### config.mk
export PLATFORM = sky130hd
export DESIGN_NAME = mult_share_arbiter_flat
export DESIGN_NICKNAME = d
export VERILOG_FILES = /design/src/rtl/mult_share_arbiter_if.sv /design/src/rtl/mult_share_arbiter.sv /design/src/flat_wrapper.sv
export SDC_FILE = /design/constraint.sdc
export NUM_CORES = 1
export LEC_CHECK = 0
export ABC_CLOCK_PERIOD_IN_PS = 2500
export CORE_ASPECT_RATIO = 0.5
export CORE_MARGIN = 5
export CORE_UTILIZATION = 50
export DETAILED_ROUTE_END_ITERATION = 16
export PLACE_DENSITY = 0.88
export SLEW_MARGIN = 10
export SYNTH_ARGS = -nofsm -noshare
export SYNTH_HDL_FRONTEND = slang
export SYNTH_SLANG_ARGS = --single-unit
### constraint.sdc
create_clock -name clk -period 2.5 [get_ports clk]
set_clock_uncertainty 0.2 [all_clocks]
set_input_delay 0.5 -clock clk [delete_from_list [all_inputs] [get_ports clk]]
set_output_delay 0.5 -clock clk [all_outputs]
set_load 0.05 [all_outputs]
### src/rtl/mult_share_arbiter_if.sv
// Request/operand and result/status bundle shared by the two clients and the
// shift-add multiplier.
interface mult_share_arbiter_if #(
  parameter int WIDTH = 4
);
  logic                 req0;
  logic [WIDTH-1:0]     a0;
  logic [WIDTH-1:0]     b0;
  logic                 req1;
  logic [WIDTH-1:0]     a1;
  logic [WIDTH-1:0]     b1;
  logic                 busy;
  logic                 owner;
  logic [2*WIDTH-1:0]   product;
  logic                 done0;
  logic                 done1;

  modport master (
    output req0, a0, b0, req1, a1, b1,
    input  busy, owner, product, done0, done1
  );

  modport slave (
    input  req0, a0, b0, req1, a1, b1,
    output busy, owner, product, done0, done1
  );
endinterface

### src/rtl/mult_share_arbiter.sv
// Two-client round-robin arbiter in front of one sequential shift-add
// multiplier: one add-and-shift step per clock, registered result and done pulse.
module mult_share_arbiter #(
  parameter int WIDTH = 4
) (
  input  logic                 clk,
  input  logic                 rst_n,
  mult_share_arbiter_if.slave  bus
);
  localparam int CNT_W = $clog2(WIDTH);
  localparam int PW    = 2 * WIDTH;

  typedef enum logic [1:0] {IDLE, CALC, DONE} state_t;

  state_t             state_q, state_d;
  logic               owner_q, owner_d;
  logic               last_q, last_d;
  logic [WIDTH-1:0]   mplier_q, mplier_d;
  logic [PW-1:0]      mcand_q, mcand_d;
  logic [PW-1:0]      acc_q, acc_d;
  logic [CNT_W-1:0]   cnt_q, cnt_d;
  logic [PW-1:0]      product_q, product_d;
  logic               done0_q, done0_d;
  logic               done1_q, done1_d;

  logic               winner;
  logic [PW-1:0]      step_sum;

  // On a tie the requester not served last wins; otherwise the lone requester.
  assign winner   = (bus.req0 & bus.req1) ? ~last_q : bus.req1;
  assign step_sum = acc_q + (mplier_q[0] ? mcand_q : '0);

  always_comb begin
    state_d   = state_q;
    owner_d   = owner_q;
    last_d    = last_q;
    mplier_d  = mplier_q;
    mcand_d   = mcand_q;
    acc_d     = acc_q;
    cnt_d     = cnt_q;
    product_d = product_q;
    done0_d   = 1'b0;
    done1_d   = 1'b0;
    case (state_q)
      IDLE: begin
        if (bus.req0 | bus.req1) begin
          owner_d  = winner;
          last_d   = winner;
          mplier_d = winner ? bus.a1 : bus.a0;
          mcand_d  = {{WIDTH{1'b0}}, (winner ? bus.b1 : bus.b0)};
          acc_d    = '0;
          cnt_d    = '0;
          state_d  = CALC;
        end
      end
      CALC: begin
        acc_d    = step_sum;
        mplier_d = mplier_q >> 1;
        mcand_d  = mcand_q << 1;
        cnt_d    = cnt_q + 1'b1;
        // Last step: publish the sum that includes this step's partial product.
        if (cnt_q == CNT_W'(WIDTH - 1)) begin
          product_d = step_sum;
          done0_d   = ~owner_q;
          done1_d   = owner_q;
          state_d   = DONE;
        end
      end
      DONE: begin
        state_d = IDLE;
      end
      default: begin
        state_d = IDLE;
      end
    endcase
  end

  always_ff @(posedge clk) begin
    if (!rst_n) begin
      state_q   <= IDLE;
      owner_q   <= 1'b0;
      last_q    <= 1'b1;
      mplier_q  <= '0;
      mcand_q   <= '0;
      acc_q     <= '0;
      cnt_q     <= '0;
      product_q <= '0;
      done0_q   <= 1'b0;
      done1_q   <= 1'b0;
    end else begin
      state_q   <= state_d;
      owner_q   <= owner_d;
      last_q    <= last_d;
      mplier_q  <= mplier_d;
      mcand_q   <= mcand_d;
      acc_q     <= acc_d;
      cnt_q     <= cnt_d;
      product_q <= product_d;
      done0_q   <= done0_d;
      done1_q   <= done1_d;
    end
  end

  assign bus.busy    = (state_q != IDLE);
  assign bus.owner   = owner_q;
  assign bus.product = product_q;
  assign bus.done0   = done0_q;
  assign bus.done1   = done1_q;
endmodule

### src/flat_wrapper.sv
// flat-port wrapper written by rule: the top's interface ports become plain ports
module mult_share_arbiter_flat 
#(
  parameter int WIDTH = 4
)
  (clk, rst_n, bus_req0, bus_a0, bus_b0, bus_req1, bus_a1, bus_b1, bus_busy, bus_owner, bus_product, bus_done0, bus_done1);
  mult_share_arbiter_if #(.WIDTH(WIDTH)) bus_i ();
  input  logic clk;
  input  logic rst_n;
  input wire logic [$bits(bus_i.req0)-1:0] bus_req0;
  input wire logic [$bits(bus_i.a0)-1:0] bus_a0;
  input wire logic [$bits(bus_i.b0)-1:0] bus_b0;
  input wire logic [$bits(bus_i.req1)-1:0] bus_req1;
  input wire logic [$bits(bus_i.a1)-1:0] bus_a1;
  input wire logic [$bits(bus_i.b1)-1:0] bus_b1;
  output wire logic [$bits(bus_i.busy)-1:0] bus_busy;
  output wire logic [$bits(bus_i.owner)-1:0] bus_owner;
  output wire logic [$bits(bus_i.product)-1:0] bus_product;
  output wire logic [$bits(bus_i.done0)-1:0] bus_done0;
  output wire logic [$bits(bus_i.done1)-1:0] bus_done1;
  assign bus_i.req0 = bus_req0;
  assign bus_i.a0 = bus_a0;
  assign bus_i.b0 = bus_b0;
  assign bus_i.req1 = bus_req1;
  assign bus_i.a1 = bus_a1;
  assign bus_i.b1 = bus_b1;
  assign bus_busy = bus_i.busy;
  assign bus_owner = bus_i.owner;
  assign bus_product = bus_i.product;
  assign bus_done0 = bus_i.done0;
  assign bus_done1 = bus_i.done1;
  mult_share_arbiter #(.WIDTH(WIDTH)) u_core (.clk(clk), .rst_n(rst_n), .bus(bus_i));
endmodule
==> results.toml, run 1 <==
[sta]
layout_min_cycle_time_ns = 2.40
rsz0062_at_grt = "false"
min_period_over_period = 0.961
final_max_slew_viol_count = 0
finalHoldViolCount = 0
tightest_slew_ns = 0.521
holdWs_ns = 0.262
setup_slack_ns = 0.0983
fin_setup_tns_ns = 0
max_freq_mhz = 416
slew_headroom = 0.653
setup_viol = 0

[clock_network]
htree_levels = 2
cts_sinks = 36
path_clk_slew_ns = 0.07
root_buffer = "clkbuf_8"
cts_made_buffers = 5
cts_resized = 0
ctsHoldBuffers = 0
cts_buffer_depth = 2
insertion_delay_ns = 0.29
tritoncts = "done"
cts_setup_buffers = 0

[grt]
grt.overflow.total = 0
grt_pass1_wl_um = 7970
track_usage = 0.193
antenna_found_initial = 0
grt_pass1_vias = 1689
grt_max_degree = 40

[yosys]
synth-edff-count = 0
seq_area_frac_synth = 0.377
ys_ff_latch = 36
synth_flop_cell = "dfxtp_1"
synth_nets = 248
synth_area_per_cell_sq_um = 8.74
ys_types = 51
synthCells = 219
syn-cell-area_sq_mm = 0.00191
async_flop_share = 0
ys_warn_count = 0

[worst_setup_path]
critPathKind = "reg2reg"
crit_family = "compound AO/OA/AOI/OAI gates"
cpMaxStageDelayCell = "fa_1"
path_max_fanout = 9
max_stage_delay_ns = 0.43
start_kind = "flip-flop"
required_ns = 2.52
worstPathArrival_ns = 2.43
crit_buf_inv = 0
cp-end-kind = "flip-flop"
worstPathCellList = "and2_1 > ha_1 > fa_1 > a211o_1 > a2111o_1 > o311a_1 > o21ai_1"

[pwr]
p_leak_nw = 0.927
power.share.switching = 0.257
seqPwrFrac = 0.468
vdd_drop_max_uv = 359
pwr-share-comb = 0.144
p_int_mw = 0.976
finalPower_mw = 1.31
p_switching_mw = 0.338
power_density_mw_per_mm2 = 558
p_clk_frac = 0.387

[placement]
port_buffers = 31
dp_hpwl_um = 3380
placed_area_sq_mm = 0.00225
dp_slack_ns = 0.113
place_congestion = 0.884

[floorplan]
io_pins = 32
start_util = 0.536
fp.dieH_um = 53.7
core_sq_mm = 0.00357
die-area_sq_mm = 0.00524
rows = 15
die_w_um = 97.5

[drt]
drc = 0
vias = 1724
avgRoutedWirePerCell_um = 15.3
antenna_left = 0
vias_per_cell = 5.69
routed_wl_um = 4630
drt_iter0_drc = 88
dr.pass1.iters = 4

[min_path]
min-delay-path-class = "reg2reg"

[cells_and_area]
area_growth_pct = 23.0
fin_nets = 280
final_cell_area_sq_mm = 0.00235
drive_gt1_frac = 0.0833
diodes = 0

[job]
drv_cap = 0

[outcome]
status = "finished clean"
cell type report:
type | count | area (sq um)
Clock buffer | 6 | 72.6
Fill cell | 306 | 1210
Clock inverter | 2 | 35.0
Tap cell | 51 | 63.8
Multi-Input combinational cell | 167 | 1080
Inverter | 4 | 15.0
Timing Repair Buffer | 37 | 368
Sequential cell | 36 | 721
layout by cell type (no fill, tap or decap), types with 6 or more instances in the layout:
master	count
clkdlybuf4s50_1	31
nand2_1	37
a21boi_0	14
o21ai_0	7
dfxtp_1	36
ha_1	8
and2_1	7
nor3_1	6
nand3_1	21
a311oi_1	7
logic make-up (layout without fill, tap and decap cells):
group                      Yosys count  in the layout  synth area share
AOI/OAI and AO/OA                   62             62             0.245
xor gates and xnor gates             2              2           0.00916
adders and majority gates            9              9            0.0628
buffers and inverters               16             49            0.0595
DFF                                 36             36             0.377
muxes                                2              2            0.0118
and+or+nand+nor                     92             92             0.235
flip-flops by register name (all words and copies together) (netlist names), 2 cells and up:
register,cells
u_core.acc_q,8
u_core.bus.product,8
u_core.mcand_q,8
u_core.mplier_q,4
u_core.cnt_q,2
u_core.state_q,2
through the flow:
| step | utilization | std cells |
|---|---|---|
| floorplan | - | 219 |
| global placement | 0.630 | 295 |
| detailed placement | 0.630 | 295 |
| CTS | 0.660 | 303 |
| global route | 0.660 | 303 |
| finish | 0.660 | 303 |
layer usage:
layer | share of wire | GRT usage
met1 | 0.48 | 0.241
met2 | 0.43 | 0.320
met3 | 0.069 | 0.0505
met4 | 0.015 | 0.0966
met5 | 0 | 0
cells in the mapped netlist (all sizes together) (2+ instances only):
| cell | instances | area (sq um) |
|---|---|---|
| nor2b | 3 | 18.8 |
| nor2 | 6 | 30.0 |
| o21a | 4 | 30.0 |
| nand2 | 37 | 139 |
| and2 | 7 | 43.8 |
| a21oi | 4 | 20.0 |
| inv | 4 | 15.0 |
| dfxtp | 36 | 721 |
| nor3 | 6 | 30.0 |
| a21boi | 17 | 131 |
| mux2 | 2 | 22.5 |
| ha | 8 | 100 |
| nand3 | 21 | 105 |
| a211o | 6 | 53.8 |
| nand4 | 3 | 18.8 |
| buf | 5 | 31.3 |
| o21ai | 10 | 53.8 |
| clkbuf | 7 | 67.6 |
| nand2b | 2 | 12.5 |
| a21o | 2 | 16.3 |
| o311ai | 2 | 17.5 |
| and3 | 2 | 12.5 |
| a311oi | 7 | 61.3 |
worst paths after layout:
path / to / slack [ns] / cells past startpoint / start
setup / recovery: u_core.acc_q[6]$_SDFFE_PN0P_ / 0.1 / 7 / u_core.mplier_q[0]$_SDFFE_PN0P_
hold / removal: u_core.bus.done0$_SDFF_PN0_ / 0.26 / 1 / u_core.bus.owner$_SDFFE_PN0P_
setup reg to reg: u_core.acc_q[6]$_SDFFE_PN0P_ / 0.1 / 7 / u_core.mplier_q[0]$_SDFFE_PN0P_
hold reg to reg: u_core.bus.done0$_SDFF_PN0_ / 0.26 / 1 / u_core.bus.owner$_SDFFE_PN0P_
power by group through the flow:
stage / logic (mW) / clock network [mW] / registers [mW]
after detailed placement: 0.187 / 0 / 0.627
after CTS: 0.188 / 0.513 / 0.614
after global routing: 0.208 / 0.542 / 0.618
after floorplan: 0.121 / 0 / 0.626
after global placement: 0.182 / 0 / 0.625
final: 0.189 / 0.509 / 0.615
(Power assumes the default switching activity.)
==> run 2: changes to the inputs <==
--- a/config.mk
+++ b/config.mk
@@ -6,6 +6,7 @@
 export NUM_CORES = 1
 export LEC_CHECK = 0
 export ABC_CLOCK_PERIOD_IN_PS = 2500
+export CAP_MARGIN = 20
 export CORE_ASPECT_RATIO = 0.5
 export CORE_MARGIN = 5
 export CORE_UTILIZATION = 50
==> results of run 2 <==
No change in the layout: final DEF, timing and power equal those of run 1.
==> run 3: changes to the inputs <==
--- a/config.mk
+++ b/config.mk
@@ -11,8 +11,9 @@
 export CORE_MARGIN = 5
 export CORE_UTILIZATION = 50
 export DETAILED_ROUTE_END_ITERATION = 16
-export PLACE_DENSITY = 0.88
+export PLACE_DENSITY = 0.76
 export SLEW_MARGIN = 10
 export SYNTH_ARGS = -nofsm -noshare
 export SYNTH_HDL_FRONTEND = slang
 export SYNTH_SLANG_ARGS = --single-unit
+export TNS_END_PERCENT = 5
==> run 3 against run 2 <==
Final area decreased by 1.3%. Total power decreased by 9.4%. Core utilization decreased by 0.84 points. Largest power group unchanged.
==> results.toml, run 3 (synthesis gave the netlist of run 1 again) <==
[clock_network]
ctsHoldBuffers = 0
htree_levels = 2
cts_made_buffers = 5
insertion_delay_ns = 0.28
path_clk_slew_ns = 0.07
root_buffer = "clkbuf_8"
cts_buffer_depth = 2
cts_resized = 0
cts_setup_buffers = 0
tritoncts = "done"
cts_sinks = 36

[sta]
rsz0062_at_grt = "false"
slew_headroom = 0.569
final_max_slew_viol_count = 0
tightest_slew_ns = 0.647
layout_min_cycle_time_ns = 2.40
setup_viol = 0
fin_setup_tns_ns = 0
min_period_over_period = 0.960
max_freq_mhz = 417
finalHoldViolCount = 0

[worst_setup_path]
path_max_fanout = 9
start_kind = "flip-flop"
cp-end-kind = "flip-flop"
cp-startpoint = "u_core.mplier_q[0]$_SDFFE_PN0P_"
reg2reg_depth = 7
worst-r2r-setup-slack_ns = 0.10
worstPathCellList = "and2_1 > ha_1 > fa_1 > a211o_1 > a2111o_1 > o311a_1 > o21ai_1"
worstPathArrival_ns = 2.42
regToRegEndpoint = "u_core.acc_q[6]$_SDFFE_PN0P_"
critPathKind = "reg2reg"
max_stage_delay_ns = 0.45
cpMaxStageDelayCell = "fa_1"
required_ns = 2.52
r2r_start = "u_core.mplier_q[0]$_SDFFE_PN0P_"

[pwr]
p_leak_nw = 0.912
power_density_mw_per_mm2 = 513
finalPower_mw = 1.19
vdd_drop_max_uv = 330

[grt]
grt_max_degree = 40
grt_pass1_wl_um = 7560
track_usage = 0.180
antenna_found_initial = 0
grt.overflow.total = 0
grt_pass1_vias = 1643

[drt]
vias = 1705
drt_iter0_drc = 42
drc = 0
vias_per_cell = 5.65
antenna_left = 0
dr.pass1.iters = 4
avgRoutedWirePerCell_um = 14.6
routed_wl_um = 4410

[placement]
port_buffers = 31
place_congestion = 0.856
dp_hpwl_um = 3240

[floorplan]
rows = 15
core_sq_mm = 0.00357
die-area_sq_mm = 0.00524
start_util = 0.536
die_w_um = 97.5
io_pins = 32
fp.dieH_um = 53.7

[outcome]
status = "finished clean"

[min_path]
min-delay-path-class = "reg2reg"
hp-start = "u_core.bus.product[4]$_SDFFE_PN0P_"
hold_end = "u_core.bus.product[4]$_SDFFE_PN0P_"
min_path_cells = 2

[cells_and_area]
fin_util = 0.652
diodes = 0
layout_commonest_cell = "nand2_1"
final_cell_mix = "nand2_1 (37), dfxtp_1 (36), clkdlybuf4s50_1 (31)"
drive_gt1_frac = 0.0797
fin_nets = 280
area_growth_pct = 21.5

[job]
drv_cap = 0
## run 3: where the power goes
part	internal (mW)	switching [mW]	total (mW)
registers	0.596	0.0199	0.615
clock network	0.190	0.199	0.388
logic	0.0848	0.102	0.187
## run 3: worst max-delay path by stage
stage                     cells after the start                      endpoint  slack, ns
final                                         7  u_core.acc_q[6]$_SDFFE_PN0P_       0.10
after global routing                          7  u_core.acc_q[6]$_SDFFE_PN0P_      0.003
after CTS                                     7  u_core.acc_q[6]$_SDFFE_PN0P_       0.11
after detailed placement                      7  u_core.acc_q[6]$_SDFFE_PN0P_       0.12
after global placement                        7  u_core.acc_q[6]$_SDFFE_PN0P_       0.20
after floorplan                               7  u_core.acc_q[6]$_SDFFE_PN0P_       0.27
## run 3: metrics by stage
stage          area [sq um]  setup slack, ns  cells  hold WS, ns
6_report               2320            0.101    302        0.260
5_1_grt                2320          0.00338    302        0.276
4_1_cts                2320            0.112    302        0.267
2_1_floorplan          1910            0.266    219        0.239
3_5_place_dp           2250            0.124    295        0.256
3_3_place_gp           2250            0.198    295        0.250
## run 3: metal layers
metal	wire [um]	GRT usage
met1	2260	0.233
met2	1870	0.300
met3	261	0.0569
met4	9	0.0391
met5	0	0
## run 3: critical path, delay by kind of cell, from the launching register on
kind,cells,cell delay [ns]
AO/OA/AOI/OAI,4,0.93
flip-flops,1,0.38
AND/OR/NAND/NOR,1,0.17
adder cells (fa/ha/maj),2,0.67
## run 3: cell type report
cell class	instances	area, sq um
Inverter	4	15.0
Multi-Input combinational cell	167	1080
Sequential cell	36	721
Fill cell	308	1240
Tap cell	51	63.8
Clock buffer	6	72.6
Clock inverter	1	5.00
Timing Repair Buffer	37	368
